`src/rtl/conv_stream_feeder_if.sv`:
```
// rtl/conv_stream_feeder_if.sv - CONV engine input-side handshake bundle (launch, completion, read strobes, data words)
interface conv_stream_feeder_if #(
    parameter int IFM_WIDTH    = 16,
    parameter int WEIGHT_WIDTH = 16
);
    logic                    start_conv;
    logic                    end_conv;
    logic                    ifm_read;
    logic                    wgt_read;
    logic [IFM_WIDTH-1:0]    ifm;
    logic [WEIGHT_WIDTH-1:0] wgt;

    modport master (
        output start_conv,
        output ifm,
        output wgt,
        input  end_conv,
        input  ifm_read,
        input  wgt_read
    );

    modport slave (
        input  start_conv,
        input  ifm,
        input  wgt,
        output end_conv,
        output ifm_read,
        output wgt_read
    );
endinterface

```
`src/rtl/conv_stream_feeder.sv`:
```
// rtl/conv_stream_feeder.sv - IFM/weight SRAM feeder for the CONV engine; CONV_FEEDER_ZERO_PAD_EN adds synthesized zero borders
module conv_stream_feeder #(
    parameter int IFM_WIDTH      = 16,
    parameter int WEIGHT_WIDTH   = 16,
    parameter int IFM_SIZE       = 64,
    parameter int KERNEL_SIZE    = 5,
    parameter int PAD            = 2,
    parameter int CI             = 3,
    parameter int CO             = 8,
    parameter int IFM_ADDR_WIDTH = $clog2(CI*IFM_SIZE*IFM_SIZE),
    parameter int WGT_ADDR_WIDTH = $clog2(CO*CI*KERNEL_SIZE*KERNEL_SIZE)
) (
    input  logic                      clk,
    input  logic                      rst_n,
    input  logic                      start,
    output logic                      busy,
    output logic                      done,
    output logic                      overrun,
    conv_stream_feeder_if.master      conv,
    output logic                      ifm_mem_rd,
    output logic [IFM_ADDR_WIDTH-1:0] ifm_mem_addr,
    input  logic [IFM_WIDTH-1:0]      ifm_mem_rdata,
    output logic                      wgt_mem_rd,
    output logic [WGT_ADDR_WIDTH-1:0] wgt_mem_addr,
    input  logic [WEIGHT_WIDTH-1:0]   wgt_mem_rdata
);
`ifdef CONV_FEEDER_ZERO_PAD_EN
    localparam bit ZERO_PAD = 1'b1;
`else
    localparam bit ZERO_PAD = 1'b0;
`endif
    localparam int PAD_EFF   = ZERO_PAD ? PAD : 0;
    localparam int DIM       = IFM_SIZE + 2*PAD_EFF;
    localparam int PLANE     = IFM_SIZE*IFM_SIZE;
    localparam int WGT_TOTAL = CO*CI*KERNEL_SIZE*KERNEL_SIZE;
    localparam int POS_W     = (DIM > 1) ? $clog2(DIM) : 1;
    localparam int CI_W      = (CI > 1) ? $clog2(CI) : 1;
    localparam int CO_W      = (CO > 1) ? $clog2(CO) : 1;

    typedef enum logic [1:0] {S_IDLE, S_LAUNCH, S_RUN} state_t;

    state_t state, state_next;
    logic   start_acc;
    logic   in_run;

    always_ff @(posedge clk or negedge rst_n) begin
        if (!rst_n) state <= S_IDLE;
        else        state <= state_next;
    end

    always_comb begin
        state_next      = state;
        busy            = 1'b0;
        done            = 1'b0;
        conv.start_conv = 1'b0;
        start_acc       = 1'b0;
        case (state)
            S_IDLE: begin
                if (start) begin
                    start_acc  = 1'b1;
                    state_next = S_LAUNCH;
                end
            end
            S_LAUNCH: begin
                busy            = 1'b1;
                conv.start_conv = 1'b1;
                state_next      = S_RUN;
            end
            S_RUN: begin
                busy = 1'b1;
                if (conv.end_conv) begin
                    done       = 1'b1;
                    state_next = S_IDLE;
                end
            end
            default: state_next = S_IDLE;
        endcase
    end

    assign in_run = (state == S_RUN);

    // IFM position counters walk the (padded) image: col fastest, then row, ci, co.
    logic [POS_W-1:0]     col, row;
    logic [CI_W-1:0]      ci;
    logic [CO_W-1:0]      co;
    logic                 ifm_exh, ifm_acc, ifm_last, ifm_border;
    logic                 ifm_pend, ifm_pend_zero;
    logic [IFM_WIDTH-1:0] ifm_q;

    assign ifm_last = (col == POS_W'(DIM-1)) && (row == POS_W'(DIM-1)) &&
                      (ci == CI_W'(CI-1)) && (co == CO_W'(CO-1));
    assign ifm_acc  = in_run && conv.ifm_read && !ifm_exh;

`ifdef CONV_FEEDER_ZERO_PAD_EN
    assign ifm_border = (32'(row) < PAD_EFF) || (32'(row) >= PAD_EFF + IFM_SIZE) ||
                        (32'(col) < PAD_EFF) || (32'(col) >= PAD_EFF + IFM_SIZE);
`else
    assign ifm_border = 1'b0;
`endif

    assign ifm_mem_rd   = ifm_acc && !ifm_border;
    assign ifm_mem_addr = IFM_ADDR_WIDTH'(32'(ci)*PLANE + (32'(row) - PAD_EFF)*IFM_SIZE
                                          + 32'(col) - PAD_EFF);
    assign conv.ifm     = ifm_q;

    always_ff @(posedge clk or negedge rst_n) begin
        if (!rst_n) begin
            col           <= '0;
            row           <= '0;
            ci            <= '0;
            co            <= '0;
            ifm_exh       <= 1'b0;
            ifm_pend      <= 1'b0;
            ifm_pend_zero <= 1'b0;
            ifm_q         <= '0;
        end else begin
            ifm_pend      <= ifm_acc;
            ifm_pend_zero <= ifm_border;
            // Border words travel the same two-stage path so latency is position independent.
            if (ifm_pend) ifm_q <= ifm_pend_zero ? '0 : ifm_mem_rdata;
            if (start_acc) begin
                col     <= '0;
                row     <= '0;
                ci      <= '0;
                co      <= '0;
                ifm_exh <= 1'b0;
            end else if (ifm_acc) begin
                if (ifm_last) begin
                    ifm_exh <= 1'b1;
                end else if (col != POS_W'(DIM-1)) begin
                    col <= col + 1'b1;
                end else begin
                    col <= '0;
                    if (row != POS_W'(DIM-1)) begin
                        row <= row + 1'b1;
                    end else begin
                        row <= '0;
                        if (ci != CI_W'(CI-1)) begin
                            ci <= ci + 1'b1;
                        end else begin
                            ci <= '0;
                            co <= co + 1'b1;
                        end
                    end
                end
            end
        end
    end

    logic [WGT_ADDR_WIDTH-1:0] wgt_cnt;
    logic                      wgt_exh, wgt_acc, wgt_last, wgt_pend;
    logic [WEIGHT_WIDTH-1:0]   wgt_q;

    assign wgt_last     = (wgt_cnt == WGT_ADDR_WIDTH'(WGT_TOTAL-1));
    assign wgt_acc      = in_run && conv.wgt_read && !wgt_exh;
    assign wgt_mem_rd   = wgt_acc;
    assign wgt_mem_addr = wgt_cnt;
    assign conv.wgt     = wgt_q;

    always_ff @(posedge clk or negedge rst_n) begin
        if (!rst_n) begin
            wgt_cnt  <= '0;
            wgt_exh  <= 1'b0;
            wgt_pend <= 1'b0;
            wgt_q    <= '0;
        end else begin
            wgt_pend <= wgt_acc;
            if (wgt_pend) wgt_q <= wgt_mem_rdata;
            if (start_acc) begin
                wgt_cnt <= '0;
                wgt_exh <= 1'b0;
            end else if (wgt_acc) begin
                if (wgt_last) wgt_exh <= 1'b1;
                else          wgt_cnt <= wgt_cnt + 1'b1;
            end
        end
    end

    always_ff @(posedge clk or negedge rst_n) begin
        if (!rst_n) begin
            overrun <= 1'b0;
        end else if (start_acc) begin
            overrun <= 1'b0;
        end else if (in_run && ((conv.ifm_read && ifm_exh) || (conv.wgt_read && wgt_exh))) begin
            overrun <= 1'b1;
        end
    end
endmodule

```
`src/flat_wrapper.sv`:
```
// flat-port wrapper written by rule: the top's interface ports become plain ports
module conv_stream_feeder_flat 
#(
    parameter int IFM_WIDTH      = 16,
    parameter int WEIGHT_WIDTH   = 16,
    parameter int IFM_SIZE       = 64,
    parameter int KERNEL_SIZE    = 5,
    parameter int PAD            = 2,
    parameter int CI             = 3,
    parameter int CO             = 8,
    parameter int IFM_ADDR_WIDTH = $clog2(CI*IFM_SIZE*IFM_SIZE),
    parameter int WGT_ADDR_WIDTH = $clog2(CO*CI*KERNEL_SIZE*KERNEL_SIZE)
)
  (clk, rst_n, start, busy, done, overrun, ifm_mem_rd, ifm_mem_addr, ifm_mem_rdata, wgt_mem_rd, wgt_mem_addr, wgt_mem_rdata, conv_start_conv, conv_ifm, conv_wgt, conv_end_conv, conv_ifm_read, conv_wgt_read);
  conv_stream_feeder_if #(.IFM_WIDTH(IFM_WIDTH), .WEIGHT_WIDTH(WEIGHT_WIDTH)) conv_i ();
  input  logic clk;
  input  logic rst_n;
  input  logic start;
  output logic busy;
  output logic done;
  output logic overrun;
  output logic ifm_mem_rd;
  output logic [IFM_ADDR_WIDTH-1:0] ifm_mem_addr;
  input  logic [IFM_WIDTH-1:0] ifm_mem_rdata;
  output logic wgt_mem_rd;
  output logic [WGT_ADDR_WIDTH-1:0] wgt_mem_addr;
  input  logic [WEIGHT_WIDTH-1:0] wgt_mem_rdata;
  output wire logic [$bits(conv_i.start_conv)-1:0] conv_start_conv;
  output wire logic [$bits(conv_i.ifm)-1:0] conv_ifm;
  output wire logic [$bits(conv_i.wgt)-1:0] conv_wgt;
  input wire logic [$bits(conv_i.end_conv)-1:0] conv_end_conv;
  input wire logic [$bits(conv_i.ifm_read)-1:0] conv_ifm_read;
  input wire logic [$bits(conv_i.wgt_read)-1:0] conv_wgt_read;
  assign conv_start_conv = conv_i.start_conv;
  assign conv_ifm = conv_i.ifm;
  assign conv_wgt = conv_i.wgt;
  assign conv_i.end_conv = conv_end_conv;
  assign conv_i.ifm_read = conv_ifm_read;
  assign conv_i.wgt_read = conv_wgt_read;
  conv_stream_feeder #(.IFM_WIDTH(IFM_WIDTH), .WEIGHT_WIDTH(WEIGHT_WIDTH), .IFM_SIZE(IFM_SIZE), .KERNEL_SIZE(KERNEL_SIZE), .PAD(PAD), .CI(CI), .CO(CO), .IFM_ADDR_WIDTH(IFM_ADDR_WIDTH), .WGT_ADDR_WIDTH(WGT_ADDR_WIDTH)) u_core (.clk(clk), .rst_n(rst_n), .start(start), .busy(busy), .done(done), .overrun(overrun), .conv(conv_i), .ifm_mem_rd(ifm_mem_rd), .ifm_mem_addr(ifm_mem_addr), .ifm_mem_rdata(ifm_mem_rdata), .wgt_mem_rd(wgt_mem_rd), .wgt_mem_addr(wgt_mem_addr), .wgt_mem_rdata(wgt_mem_rdata));
endmodule
```
`config.mk`:
```
export PLATFORM = sky130hd
export DESIGN_NAME = conv_stream_feeder_flat
export DESIGN_NICKNAME = d
export VERILOG_FILES = /design/src/rtl/conv_stream_feeder_if.sv /design/src/rtl/conv_stream_feeder.sv /design/src/flat_wrapper.sv
export SDC_FILE = /design/constraint.sdc
export NUM_CORES = 1
export LEC_CHECK = 0
export ABC_CLOCK_PERIOD_IN_PS = 2400
export CELL_PAD_IN_SITES_DETAIL_PLACEMENT = 1
export CELL_PAD_IN_SITES_GLOBAL_PLACEMENT = 2
export CORE_MARGIN = 3
export CORE_UTILIZATION = 28
export CTS_CLUSTER_DIAMETER = 60
export DETAILED_ROUTE_END_ITERATION = 8
export PLACE_DENSITY_LB_ADDON = 0.1
export SLEW_MARGIN = 20
export SYNTH_ARGS = -nofsm -noshare
export SYNTH_HDL_FRONTEND = slang
export SYNTH_SLANG_ARGS = --single-unit
```
`constraint.sdc`:
```
create_clock -name clk -period 2.4 [get_ports clk]
set_clock_uncertainty 0.15 [all_clocks]
set_input_delay 0.48 -clock clk [delete_from_list [all_inputs] [get_ports clk]]
set_output_delay 0.48 -clock clk [all_outputs]
set_load 0.02 [all_outputs]
```
# Yosys cells after proc, flatten, opt, wreduce, memory -nomap -nowiden
# Cells that the tools add are included.
[classes] n_addsub=7 eq_ne=17 n_mux=41 n_reduce_logical=28
[op_table] operator="two-way mux 6 bit" n=9
[op_table] operator="two-way mux 10 bit" n=3
[op_table] operator="two-way mux 3 bit" n=6
[op_table] operator="two-way mux 2 bit" n=8
[op_table] operator="adder 14 x 12 -> 14 bit" n=1
[op_table] operator="adder 14 x 6 -> 14 bit" n=1
[op_table] operator="two-way mux 1 bit" n=14
[op_table] operator="adder 6 x 1 -> 6 bit, second input constant" n=2
[op_table] operator="equality test 6 bit, second input constant" n=2
[op_table] operator="inequality test 6 bit, second input constant" n=2
[op_table] operator="adder 10 x 1 -> 10 bit, second input constant" n=1
[op_table] operator="equality test 10 bit, second input constant" n=1
[op_table] operator="logical AND 1 bit" n=10
[op_table] operator="inequality test 2 x 1 -> 1 bit, second input constant" n=5
[op_table] operator="AND reduction 2 bit" n=5
[op_table] operator="nonzero test 2 bit" n=5
[op_table] operator="inequality test 2 bit, second input constant" n=3
[op_table] operator="one-hot mux 2 bit (3 select lines)" n=1
[op_table] operator="AND reduction 5 bit" n=1
[op_table] operator="equality test 2 bit, second input constant" n=2
[op_table] operator="AND reduction 4 bit" n=1
[op_table] operator="adder 3 x 1 -> 3 bit, second input constant" n=1
[op_table] operator="equality test 3 bit, second input constant" n=1
[op_table] operator="AND reduction 3 bit" n=1
[op_table] operator="6 further kinds" n=7
[totals] regBits=66 inputBits=38 out_inout_bits=62 wordCells=106

# Logic depth before layout (Yosys ltp)
[logic_depth] depth_word=7 ltp_mapped=7 mapped_depth_nobuf=6

# Worst setup path before layout
# No wires, ideal clock.
[synth_timing] path_type="register -> register" startpoint="register u_core.state[0]" endpoint="register u_core.row[4]" setup_time_ps=78 t_arrival_ps=1930 required_time_ps=2172 slack_ps=242 path_stages_with_launch=8 path_buffers=1 synth_period_minus_slack_ps=2158 path_cell_list="dfrtp_1 -> inv_1 -> ha_1 -> nand3b_1 -> or3_1 -> buf_2 -> or4_1 -> a21oi_1"
[synth_via] elab_chain_len=5 elab_cells_between_ends=10 cone_classes="3 x eq/ne; 2 x mux; 5 x reduce/logical"
[synth_lines] element="start: declaration" line_no="conv_stream_feeder.sv:42" rtl="state_t state, state_next;"
[synth_lines] element="start signal: assignment" line_no="conv_stream_feeder.sv:48" rtl="else state <= state_next;"
[synth_lines] element="equality test 2 bit" line_no="conv_stream_feeder.sv:80" rtl="assign in_run = (state == S_RUN);"
[synth_lines] element="logical AND 1 bit (2 in series)" line_no="conv_stream_feeder.sv:92" rtl="assign ifm_acc = in_run && conv.ifm_read && !ifm_exh;"
[synth_lines] element="nonzero test 2 bit (no line)"
[synth_lines] element="AND reduction 3 bit (no line)"
[synth_lines] element="end signal: assignment" line_no="conv_stream_feeder.sv:135" rtl="row <= row + 1'b1;"
[synth_lines] element="end: declaration" line_no="conv_stream_feeder.sv:83" rtl="logic [POS_W-1:0] col, row;"
# Parallel ways exist; a longest one is shown, timed or not.
# A chain may end at the register's enable or synchronous reset.

# Final worst setup path
[layout_timing] startpoint="register u_core.state[0]" endpoint="output port ifm_mem_rd"
[layout_via] elab_chain_len=3
[layout_lines] element="equality test 2 bit" line_no="conv_stream_feeder.sv:80"
[layout_lines] element="logical AND 1 bit (2 in series)" line_no="conv_stream_feeder.sv:92"
[layout_lines] element="end: declaration" line_no="flat_wrapper.sv:22" rtl="output logic ifm_mem_rd;"
# No other way between the ends.

==> results.toml <==
[grt]
grt_antenna_before_repair = 0
global_route.usage.total_pct = 14.4
grt_pass1_vias = 2679
grt.overflow.total = 0
grt_max_degree = 32
first_pass_grt_wire_length_um = 13500

[timing]
post-route-period-util_pct = 95.0
timing_max_transition_violations_final = 0
maxClockFrequency_mhz = 439
relSlewSlack_pct = 54.9
finalSetupTns_ps = 0
grt_setup_unrepaired = "no"
hold_violations = 0
post-route-worst-setup-slack_ps = 121
worst_slew_pin_slew_ps = 676
finalSetupViolCount = 0
final.min_clock_period_ps = 2280

[synth]
synth_compound_area_share_pct = 8.40
yosysMostFrequentCell = "dfrtp_1"
async_flop_share_pct = 100
syn_avg_cell_area_um2 = 11.6
netlist-cell-type-count = 44
synth-xor-area-share_pct = 1.74
netlist_top_cells_area = "dfrtp_1, mux2_2, ha_1, nand2_1, nor2_1"
synth.top_cells.by_count = "dfrtp_1, mux2_2, nand2_1, nor2_1, a21oi_1"
netlist_instances = 261
synth.top_cell.area_share_pct = 54.6
main_combinational_cell_family_by_area_after_synthesis = "simple AND/OR/NAND/NOR gates"
ys_seq_elements = 66
cell_taking_the_most_area_after_synthesis = "dfrtp_1"
synth_mux_area_share_pct = 14.4
syn-cell-area_um2 = 3020
ys.flop_type = "dfrtp_1"
postSynthNetCount = 308
synth_sequential_area_ratio_pct = 54.6
synth_enable_flop_cells = 0
yosys.area_share.simple_pct = 15.1
arithmetic_cell_share_of_the_synthesized_area_counting_full_adders_half_adders_and_majority_gates_pct = 3.73
total_of_warnings_raised_by_yosys = 0

[clocking]
clock_sinks = 66
tritoncts = "yes"
worstSkewPairLatency_ps = 340
cts_root_buffer = "clkbuf_8"
clk_path_buf_depth = 2
cts.htree.levels = 3
cts_made_buffers = 9
clk_pin_slew_worst_paths_ps = 80

[pwr]
power.sequential.fraction_pct = 35.8
power.switching_fraction_pct = 34.1
p_int_w = 0.00308
switching_power_w = 0.00160
total_leakage_power_nw = 1.89
power_per_cell_area_nw_per_um2 = 1040
fin_total_pwr_w = 0.00468
power.clock.fraction_pct = 22.8
vdd_ir_drop_max_mv = 0.598
power.combinational.fraction_pct = 41.5

[critical_path]
timing.critical_path.from_type = "flop"
worst_ep_required_time_ps = 1770
timing_worst_setup_path_type = "flop to output pin"
end_kind = "output pin"
timing.critical_path.arrival_ps = 1650
top_fanout_value_on_the_critical_path = 5

[hold_path]
hp-class = "input pin to asynchronous set/reset pin"

[route]
routed_wire_length_per_instance_um = 16.0
drtAntennaViolNets = 0
wirelength_um = 8330
vias = 2510
remaining_drc_errors = 0
drt_first_pass_iters = 4
drt_iter0_drc = 68
vias_per_cell = 4.81

[place]
placed_area_um2 = 4270
placement.io_buffers = 99
pre_cts_ws_ps = -204
routability_driven_placement_congestion_ratio = 0.752
place_hpwl_um = 6100

[finish]
antenna_cells = 0
final_core_utilization_pct = 43.4
area_grow_syn2layout_pct = 49.4
nets = 428
post_route_cells_drive_above_1_share_pct = 20.5
final_area_um2 = 4520

[floorplan]
core.rowCount = 37
ioPinCount = 100
floorplan.die.height_um = 110
initial_core_util_pct = 29.0
core_region_area_um2 = 10400
die-area_um2 = 12100
die_width_um = 110

[flow_run]
timing.max_cap.violations = 0

[status]
outcome = "complete, no violations"
==> stage by stage <==
stage	hold WS [ps]	cells
global placement	190	503
CTS	340	520
floorplan	34.4	261
detailed placement	191	503
finish	357	522
global route	367	522
==> registers in the layout, summed over array words and instances, names as in the netlist <==
name and flops:
u_core.wgt_pend 1, u_core.overrun 1, u_core.ci 2, u_core.col 6
u_core.ifm_pend 1, u_core.wgt_exh 1, u_core.conv.wgt 16, u_core.wgt_mem_addr 10
u_core.ifm_exh 1, u_core.conv.ifm 16, u_core.co 3, u_core.state 2
u_core.row 6
==> layout by cell type, fill, tap and decap left out, types with 8 or more instances in the layout <==
cell / count
a21oi_1: 11
ha_1: 8
nand2_1: 22
clkdlybuf4s50_1: 94
clkbuf_8: 10
buf_4: 19
dfrtp_1: 66
nor2_1: 17
nand3_1: 10
mux2_2: 35
==> power groups by stage <==
stage / clock, W / combinational (W) / sequential, W
after floorplan: 0 / 0.000648 / 0.00203
after global placement: 0 / 0.00196 / 0.00168
after detailed placement: 0 / 0.00198 / 0.00171
after CTS: 0.00112 / 0.00197 / 0.00169
after global routing: 0.00117 / 0.00210 / 0.00173
final: 0.00107 / 0.00194 / 0.00168
==> metal layers <==
layer	GRT usage (%)	up-vias	part of all wire [%]
met5	0	-	0
met1	18.9	1236	46
met2	22.2	79	44
met4	4.63	0	1.1
li1	-	1186	-
met3	4.82	9	8.7
==> logic make-up (layout without fill, tap and decap cells) <==
| group | count (synthesis) | after routing |
|---|---|---|
| xor gates and xnor gates | 6 | 6 |
| adders and majority gates | 9 | 9 |
| AOI/OAI and AO/OA | 38 | 38 |
| muxes | 39 | 39 |
| DFF | 66 | 66 |
| and+or+nand+nor | 87 | 87 |
| buffers and inverters | 16 | 141 |
==> worst max-delay path: stages (launching register included) <==
cell	delay, ps
dfrtp_1	390
inv_1	80
ha_2	240
nand3b_1	170
inv_1	140
clkdlybuf4s15_2	280
==> final cells by class <==
type	count	area, um2
clock inverters	6	88.8
flip-flops and latches	66	1650
fillers	1149	5900
clock buffers	10	138
well taps	136	170
repair buffers	119	1130
multi-input cells	179	1310
inverters	6	22.5
==> timing repair <==
action	CTS	global route
resized for setup	7	2
hold buffers	1	0
setup endpoints to repair	4	3
pin swaps	0	1
setup buffers	0	2
hold endpoints to repair	7	0
==> path summary, 6_finish.rpt <==
kind                                    startpoint            endpoint  slack (ps)  cells past startpoint
worst max-delay path               u_core.state[0]          ifm_mem_rd         120                      5
worst min-delay path                         rst_n  u_core.conv.wgt[3]         360                      2
worst max register to register     u_core.state[0]       u_core.row[0]         160                      7
worst min register to register  u_core.conv.wgt[8]  u_core.conv.wgt[8]         360                      1
max in group asynchronous                    rst_n       u_core.row[2]        1080                      3
min in group clk                u_core.conv.wgt[8]  u_core.conv.wgt[8]         360                      1
(Power assumes the default switching activity.)
